### src/rtl/tpu_pkg.sv
// Shared constants, range helpers and flag struct for the systolic-array PEs.
package tpu_pkg;
  localparam int ACT_W_DEF  = 8;
  localparam int W_W_DEF    = 8;
  localparam int PSUM_W_DEF = 16;

  typedef struct packed {
    logic sat;
    logic swap_err;
  } pe_flags_t;

  // Bit patterns of the two's-complement extremes; truncate to the target width.
  function automatic logic [63:0] smax_of(input int w);
    return (64'd1 << (w - 1)) - 64'd1;
  endfunction

  function automatic logic [63:0] smin_of(input int w);
    return 64'd1 << (w - 1);
  endfunction
endpackage

### src/rtl/pe_mac.sv
// Combinational multiply-accumulate: extend, add at PSUM_W+1 bits, then clamp or wrap.
module pe_mac
  import tpu_pkg::*;
#(
  parameter int ACT_W    = ACT_W_DEF,
  parameter int W_W      = W_W_DEF,
  parameter int PSUM_W   = PSUM_W_DEF,
  parameter int SIGNED   = 0,
  parameter int SATURATE = 0
) (
  input  logic [ACT_W-1:0]  act,
  input  logic [W_W-1:0]    weight,
  input  logic [PSUM_W-1:0] psum,
  output logic [PSUM_W-1:0] sum,
  output logic              sat
);
  localparam int P = ACT_W + W_W;
  localparam int E = PSUM_W + 1;
  localparam logic [PSUM_W-1:0] S_MAX = PSUM_W'(smax_of(PSUM_W));
  localparam logic [PSUM_W-1:0] S_MIN = PSUM_W'(smin_of(PSUM_W));

  if (PSUM_W < ACT_W + W_W) begin : g_bad_psum_w
    $error("pe_mac: PSUM_W must be at least ACT_W+W_W");
  end

  logic [P-1:0] act_x;
  logic [P-1:0] w_x;
  logic [P-1:0] prod;
  logic [E-1:0] prod_x;
  logic [E-1:0] psum_x;
  logic [E-1:0] sum_x;

  always_comb begin
    if (SIGNED != 0) begin
      act_x  = {{W_W{act[ACT_W-1]}}, act};
      w_x    = {{ACT_W{weight[W_W-1]}}, weight};
    end else begin
      act_x  = {{W_W{1'b0}}, act};
      w_x    = {{ACT_W{1'b0}}, weight};
    end
    prod = act_x * w_x;
    if (SIGNED != 0) begin
      prod_x = {{(E-P){prod[P-1]}}, prod};
      psum_x = {psum[PSUM_W-1], psum};
    end else begin
      prod_x = {{(E-P){1'b0}}, prod};
      psum_x = {1'b0, psum};
    end
    sum_x = psum_x + prod_x;
    sum   = sum_x[PSUM_W-1:0];
    sat   = 1'b0;
    // The extra top bit tells us whether the true sum left the PSUM_W range.
    if (SATURATE != 0) begin
      if (SIGNED != 0) begin
        if (sum_x[E-1] != sum_x[E-2]) begin
          sat = 1'b1;
          sum = sum_x[E-1] ? S_MIN : S_MAX;
        end
      end else if (sum_x[E-1]) begin
        sat = 1'b1;
        sum = '1;
      end
    end
  end
endmodule

### src/rtl/pe_dbuf.sv
// Systolic PE with a shadow weight filled over the weight chain while the active weight computes.
module pe_dbuf
  import tpu_pkg::*;
#(
  parameter int ACT_W    = ACT_W_DEF,
  parameter int W_W      = W_W_DEF,
  parameter int PSUM_W   = PSUM_W_DEF,
  parameter int SIGNED   = 0,
  parameter int SATURATE = 0
) (
  input  logic              clk,
  input  logic              reset,
  input  logic              stall,
  input  logic [ACT_W-1:0]  in_act,
  input  logic              in_act_valid,
  input  logic [PSUM_W-1:0] in_psum,
  input  logic [W_W-1:0]    in_wdata,
  input  logic              in_wvalid,
  input  logic              w_capture,
  input  logic              w_swap,
  output logic [ACT_W-1:0]  out_act,
  output logic              out_act_valid,
  output logic [PSUM_W-1:0] out_psum,
  output logic              out_psum_valid,
  output logic [W_W-1:0]    out_wdata,
  output logic              out_wvalid,
  output logic              shadow_full,
  output logic              sat_flag,
  output logic              swap_err
);
  logic [ACT_W-1:0]  act_q, act_d;
  logic              act_valid_q, act_valid_d;
  logic [PSUM_W-1:0] psum_q, psum_d;
  logic              psum_valid_q, psum_valid_d;
  logic [W_W-1:0]    wdata_q, wdata_d;
  logic              wvalid_q, wvalid_d;
  logic [W_W-1:0]    active_q, active_d;
  logic [W_W-1:0]    shadow_q, shadow_d;
  logic              shadow_full_q, shadow_full_d;
  pe_flags_t         flags_q, flags_d;

  logic [PSUM_W-1:0] mac_sum;
  logic              mac_sat;
  logic              do_capture;
  logic              do_swap;

  pe_mac #(
    .ACT_W(ACT_W), .W_W(W_W), .PSUM_W(PSUM_W), .SIGNED(SIGNED), .SATURATE(SATURATE)
  ) u_mac (
    .act(in_act), .weight(active_q), .psum(in_psum), .sum(mac_sum), .sat(mac_sat)
  );

  assign do_capture = in_wvalid & w_capture;
  assign do_swap    = w_swap & shadow_full_q;

  always_comb begin
    act_d         = act_q;
    act_valid_d   = act_valid_q;
    psum_d        = psum_q;
    psum_valid_d  = psum_valid_q;
    wdata_d       = wdata_q;
    wvalid_d      = wvalid_q;
    active_d      = active_q;
    shadow_d      = shadow_q;
    shadow_full_d = shadow_full_q;
    flags_d       = flags_q;
    if (!stall) begin
      wdata_d      = in_wdata;
      wvalid_d     = in_wvalid;
      act_d        = in_act_valid ? in_act : '0;
      act_valid_d  = in_act_valid;
      psum_d       = in_psum_sel(in_act_valid, mac_sum, in_psum);
      psum_valid_d = in_act_valid;
      flags_d.sat      = in_act_valid & mac_sat;
      flags_d.swap_err = w_swap & ~shadow_full_q;
      // Swap reads the old shadow, so a same-cycle capture refills it without loss.
      if (do_swap) begin
        active_d      = shadow_q;
        shadow_full_d = 1'b0;
      end
      if (do_capture) begin
        shadow_d      = in_wdata;
        shadow_full_d = 1'b1;
      end
    end
  end

  function automatic logic [PSUM_W-1:0] in_psum_sel(input logic v, input logic [PSUM_W-1:0] a,
                                                    input logic [PSUM_W-1:0] b);
    return v ? a : b;
  endfunction

  always_ff @(posedge clk or posedge reset) begin
    if (reset) begin
      act_q         <= '0;
      act_valid_q   <= 1'b0;
      psum_q        <= '0;
      psum_valid_q  <= 1'b0;
      wdata_q       <= '0;
      wvalid_q      <= 1'b0;
      active_q      <= '0;
      shadow_q      <= '0;
      shadow_full_q <= 1'b0;
      flags_q       <= '0;
    end else begin
      act_q         <= act_d;
      act_valid_q   <= act_valid_d;
      psum_q        <= psum_d;
      psum_valid_q  <= psum_valid_d;
      wdata_q       <= wdata_d;
      wvalid_q      <= wvalid_d;
      active_q      <= active_d;
      shadow_q      <= shadow_d;
      shadow_full_q <= shadow_full_d;
      flags_q       <= flags_d;
    end
  end

  assign out_act        = act_q;
  assign out_act_valid  = act_valid_q;
  assign out_psum       = psum_q;
  assign out_psum_valid = psum_valid_q;
  assign out_wdata      = wdata_q;
  assign out_wvalid     = wvalid_q;
  assign shadow_full    = shadow_full_q;
  assign sat_flag       = flags_q.sat;
  assign swap_err       = flags_q.swap_err;
endmodule

### config.mk
export PLATFORM = sky130hd
export DESIGN_NAME = pe_dbuf
export DESIGN_NICKNAME = d
export VERILOG_FILES = /design/src/rtl/tpu_pkg.sv /design/src/rtl/pe_mac.sv /design/src/rtl/pe_dbuf.sv
export SDC_FILE = /design/constraint.sdc
export NUM_CORES = 1
export LEC_CHECK = 0
export CORE_ASPECT_RATIO = 1.1
export CORE_MARGIN = 10
export CORE_UTILIZATION = 34
export CTS_CLUSTER_SIZE = 10
export DETAILED_ROUTE_END_ITERATION = 8
export HOLD_SLACK_MARGIN = 0.02
export MAX_ROUTING_LAYER = met4
export PLACE_DENSITY_LB_ADDON = 0.2
export SLEW_MARGIN = 0
export SYNTH_ARGS = -nofsm -noshare
export SYNTH_HDL_FRONTEND = slang
export SYNTH_SLANG_ARGS = --single-unit
### constraint.sdc
create_clock -name clk -period 6.2 [get_ports clk]
set_clock_uncertainty 0.1 [all_clocks]
set_input_delay 1.55 -clock clk [delete_from_list [all_inputs] [get_ports clk]]
set_output_delay 1.55 -clock clk [all_outputs]
set_load 0.01 [all_outputs]
==> impl_metrics.ini, run 1 <==
[cts]
cts_setup_buffers = 0
cts_made_buffers = 5
cts_tree = built
cts.clk_slew.worst_paths_ns = 0.08
hold_buffers = 0
cts-resized-gates = 0
clock_sinks = 52
root_buffer = clkbuf_16
ctsHtreeMaxLevel = 2
insertion_delay_ns = 0.30
clock_path_buffers = 2

[setup_path]
cp.required_ns = 6.29
end_kind = flop
r2r_cells = 14
critPathMaxFanout = 9
arrival_ns = 5.87
worstSetupPathType = in2reg
worst_setup_path_start_kind = primary input

[yosys]
synth_area_per_cell_sq_um = 9.58
yosys.area.top_type = dfrtp_1
ys.flop_type = dfrtp_1
syn_inst = 483
yosysSeqAreaShare = 0.281
yosys_warnings = 0
synthArstFlopShare = 1.00
yosys-top-cells-area = dfrtp_1 28%, fa_1 22%, ha_1 9.5%
yosys_register_bits = 52
synthesis.area_sq_um = 4630
synthDistinctLibCells = 42
synth_fp_nets = 607
yosysTopAreaCellShare = 0.281
synth-edff-count = 0

[timing]
finalCritPeriodShare = 0.933
finalCriticalPeriod_ns = 5.79
fin_hold_ws_ns = 0.386
setup_tns_ns = 0
max_freq_mhz = 173
slew_headroom = 0.544
hold_viol_final = 0
finalSetupViolCount = 0
rsz0062_at_grt = false
tightest_slew_ns = 0.684
slew_viol_final = 0

[die]
ioPinCount = 77
start_util = 0.349
die_w_um = 131
die_area_sq_um = 18700
fp.dieH_um = 142
rows = 44
core_area_sq_um = 13300

[place]
hpwlAfterDp_um = 9060
gp_congestion = 0.842
place_inst = 733
port_buffers = 75

[global_routing]
grt_antenna_before_repair = 0
track_usage = 0.127
overflow = 0
grt_pass1_vias = 3698
grt_pass1_wl_um = 19000
grt_max_degree = 53

[finish]
layout_common_cells = 100 x inv_1, 74 x clkdlybuf4s50_1, 67 x nand2_1
diodes = 0
final_common_cell = inv_1
finalNonFillerCells = 741
drive_gt1_frac = 0.0934
area_growth_pct = 24.1
fin_nets = 680

[min_path]
hold_path.class = reg2reg
hold_depth = 2

[drt]
wl_um = 11100
ant_nets = 0
drtIter0Drc = 113
routedWlPerCell_um = 15.0
avgViaCountPerCell = 4.55
drc_errors = 0
num_vias = 3375
dr.pass1.iters = 4

[run]
cap_violations = 0

[status]
outcome = finished, final reports clean
## flip-flops by register name (all words and copies together) (netlist names)
register	count
shadow_q	8
out_wvalid	1
out_act	8
out_psum	16
active_q	8
out_wdata	8
out_psum_valid	1
swap_err	1
shadow_full	1
## cells in the mapped netlist (4+ instances only)
| cell | number |
|---|---|
| inv_1 | 101 |
| nand2_1 | 67 |
| dfrtp_1 | 52 |
| fa_1 | 50 |
| ha_1 | 35 |
| and2_1 | 33 |
| mux2_2 | 25 |
| o21ai_0 | 20 |
| a21oi_1 | 10 |
| xnor2_1 | 10 |
| clkbuf_1 | 9 |
| nor2_1 | 9 |
| mux2i_1 | 8 |
| o21ai_1 | 6 |
| buf_2 | 4 |
## layer usage
layer,vias to the layer above,share of wire,GRT usage
li1,1634,-,-
met4,0,0.014,0.0296
met3,9,0.032,0.0187
met1,1657,0.45,0.154
met2,75,0.51,0.218
met5,-,0,-
## layout make-up
class,instances,area (sq um)
sequential,52,1300
tap,184,230
fill,1321,7520
timing repair buffer,84,813
inverter,101,379
clock buffer,5,125
multi-input combinational,312,2870
clock inverter,3,28.8
## cells by family after synthesis
kind of cell    count (synthesis)  synth area share
xor+xnor                       13            0.0246
buf+inv                       119            0.0995
fa+ha+maj                      85             0.311
other cells                     1          0.000810
compound gates                 56            0.0757
simple gates                  124             0.129
mux                            33            0.0781
flops                          52             0.281
## through the flow
step                      setup WS, ns  utilization  cell area [sq um]
after floorplan                  0.789            -               4630
after global placement           0.138        0.421               5590
after detailed placement         0.110        0.421               5590
after CTS                        0.425        0.433               5740
after global routing             0.128        0.433               5740
final                            0.415        0.433               5740
## worst max-delay path, stage by stage
cell and delay, ns:
clkdlybuf4s50_1 0.69, nand2_1 0.13, fa_1 0.54, inv_1 0.05
fa_1 0.49, fa_1 0.49, inv_1 0.06, fa_1 0.53
inv_1 0.04, ha_1 0.30, a21oi_1 0.27, o21ai_2 0.11
a31oi_1 0.17, a21boi_2 0.21, xor2_1 0.17, o21ai_1 0.07
## final timing paths
kind	startpoint	endpoint	slack (ns)
min in group asynchronous	reset	swap_err	1.66
max	in_act[7]	out_psum[14]	0.41
max reg2reg	active_q[5]	out_psum[10]	1.82
min reg2reg	out_act[2]	out_act[2]	0.39
min	out_act[2]	out_act[2]	0.39
max in group asynchronous	reset	out_wdata[0]	3.89
Power of run 1 is left out: the tool's default activity adds up to more than one toggle a clock period on the data nets, which glitch-free logic cannot reach.
==> run 2, diff against run 1 <==
Settings changed: ABC_AREA set to 1, TNS_END_PERCENT set to 30.
==> run 2 against run 1 <==
Against the previous run: utilization decreased by 1.3 points; first-iteration DRC count increased by 75%; die area increased by 5.8%; via count increased by 19%; non-clock buffer count decreased by 2; area after synthesis increased by 6.8%; final area increased by 4.7%; synthesized cell count increased by 36%; fmax increased by 3.0%; hold slack got worse by 0.0065 ns; routed wire length increased by 12%; count of clock-buffer cells in the layout unchanged; largest cell class unchanged; highest routed layer unchanged.
==> impl_metrics.ini, run 2 <==
[status]
outcome = finished, final reports clean

[timing]
hold_viol_final = 0
slew_headroom = 0.408
fin_hold_ws_ns = 0.380
finalCriticalPeriod_ns = 5.61
max_freq_mhz = 178
tightest_slew_ns = 0.888
setup_tns_ns = 0
finalSetupViolCount = 0
slew_viol_final = 0
rsz0062_at_grt = false
finalCritPeriodShare = 0.905

[die]
fp.dieH_um = 146
ioPinCount = 77
die_w_um = 135
start_util = 0.345
core_area_sq_um = 14300
die_area_sq_um = 19800
rows = 46

[cts]
cts_tree = built
insertion_delay_ns = 0.31
root_buffer = clkbuf_16
ctsHtreeMaxLevel = 2
cts_made_buffers = 5
clock_path_buffers = 2
hold_buffers = 0
cts-resized-gates = 0
cts.clk_slew.worst_paths_ns = 0.08
cts_setup_buffers = 0
clock_sinks = 52

[global_routing]
grt_max_degree = 53
grt_antenna_before_repair = 0
overflow = 0
grt_pass1_vias = 4224
track_usage = 0.133
grt_pass1_wl_um = 20900

[place]
port_buffers = 75
hpwlAfterDp_um = 9960
gp_congestion = 0.808

[power]
peakVddDrop_v = 0.000255
switching_share = 0.535
cellPowerDensity_nw_per_um2 = 594
p_comb_frac = 0.770
p_seq_frac = 0.144
p_int_w = 0.00166
power.leakage_nw = 3.43
p_sw_w = 0.00191
clockPowerShare = 0.085

[min_path]
hold_path.startpoint = out_psum[15]
hold_path.class = reg2reg
hold_depth = 2

[setup_path]
r2r_cells = 19
worst_setup_path_start_kind = primary input
critPathMaxFanout = 9
arrival_ns = 5.71
path_common_cell = nand2_1
cp_num_cells = 20
critPathTopFamily = adder cells
end_kind = flop
r2r-start = active_q[5]
cp.required_ns = 6.30
worstPathCellList = clkdlybuf4s50_1, nand2_1, fa_1, fa_1, inv_1, fa_1, inv_1, fa_1, inv_1, ha_1, nand2_1, nand2_1, inv_1, nand2_1, nand2_1, nand3_1, nand2_1, nand3_1, nand2_1, nand2_1
cp-startpoint = in_act[2]
cp_slowest_cell = clkdlybuf4s50_1
worstSetupPathType = in2reg
worst-path-buf-inv = 5
cpPeakStageDelay_ns = 0.68

[yosys]
synthDistinctLibCells = 23
yosys.area.top_type = dfrtp_1
yosysSeqAreaShare = 0.263
synth-edff-count = 0
synthArstFlopShare = 1.00
synthesis.area_sq_um = 4940
yosys_register_bits = 52
yosysMostFrequentCell = nand2_1
yosys_warnings = 0
synth_common_cells = 204 x nand2_1, 168 x inv_1, 52 x dfrtp_1, 50 x fa_1, 35 x ha_1
yosysTopAreaCellShare = 0.263
ys.flop_type = dfrtp_1
synth_fp_nets = 780
syn_inst = 656
yosys-top-cells-area = dfrtp_1 26%, fa_1 20%, nand2_1 15%
synth_area_per_cell_sq_um = 7.54

[finish]
layout_common_cells = 204 x nand2_1, 167 x inv_1, 74 x clkdlybuf4s50_1
final_common_cell = nand2_1
largest_register_ffs = 16
fin_nets = 840
drive_gt1_frac = 0.0530
diodes = 0
area_growth_pct = 21.6

[drt]
routedWlPerCell_um = 13.7
ant_nets = 0
avgViaCountPerCell = 4.41
dr.pass1.iters = 4
wl_met1_um = 5580
drtIter0Drc = 198
num_vias = 4009
drc_errors = 0
top_layer_used = met4
dr_wl_met2_um = 6230
dr_wl_met3_um = 474
wl_um = 12400

[run]
cap_violations = 0
==> run 2: worst min-delay path: stages (launching register included) <==
cell and delay [ns]:
dfrtp_1 0.35, nand2_1 0.05, nand2_1 0.05
==> run 2: kinds of logic after synthesis <==
group,count (synthesis),share of synthesized area
DFF,52,0.263
other,1,0.000759
xor gates and xnor gates,6,0.0106
AOI/OAI and AO/OA,49,0.0496
muxes,8,0.0182
buffers and inverters,201,0.156
adders and majority gates,85,0.291
and+or+nand+nor,254,0.210
==> run 2: per-layer routing <==
| layer | global-route usage | vias up |
|---|---|---|
| met5 | - | - |
| met4 | 0.0313 | 0 |
| met3 | 0.0285 | 10 |
| met2 | 0.221 | 67 |
| met1 | 0.162 | 1906 |
| li1 | - | 2026 |
==> run 2: final cells by class <==
class                      instances  area [sq um]
multi-input combinational        403          2870
clock inverter                     3          33.8
inverter                         172           646
tap                              192           240
clock buffer                       5           125
fill                            1466          8320
timing repair buffer              82           798
sequential                        52          1300
==> run 2: power groups by stage <==
stage          clock [W]  sequential, W  combinational [W]
2_1_floorplan          0       0.000498            0.00213
3_5_place_dp           0       0.000525            0.00276
3_3_place_gp           0       0.000524            0.00273
6_report        0.000304       0.000516            0.00275
5_1_grt         0.000332       0.000532            0.00325
4_1_cts         0.000321       0.000519            0.00278
==> run 2: metrics by stage <==
step | instance area [sq um] | power (W) | cells | util | worst slack (ns)
floorplan | 4940 | 0.00263 | 656 | - | 0.959
global placement | 5850 | 0.00325 | 901 | 0.409 | 0.304
detailed placement | 5850 | 0.00329 | 901 | 0.409 | 0.222
CTS | 6010 | 0.00362 | 909 | 0.420 | 0.561
global route | 6010 | 0.00411 | 909 | 0.420 | 0.321
finish | 6010 | 0.00357 | 909 | 0.420 | 0.586
==> run 2: final timing paths <==
check                          endpoint  slack, ns
max in group asynchronous    out_act[6]       3.88
hold / removal             out_psum[15]       0.38
setup / recovery           out_psum[12]       0.59
min in group asynchronous   out_psum[0]       1.65
hold reg to reg            out_psum[15]       0.38
setup reg to reg           out_psum[12]       1.99
Power figures use the tool's default switching activity.
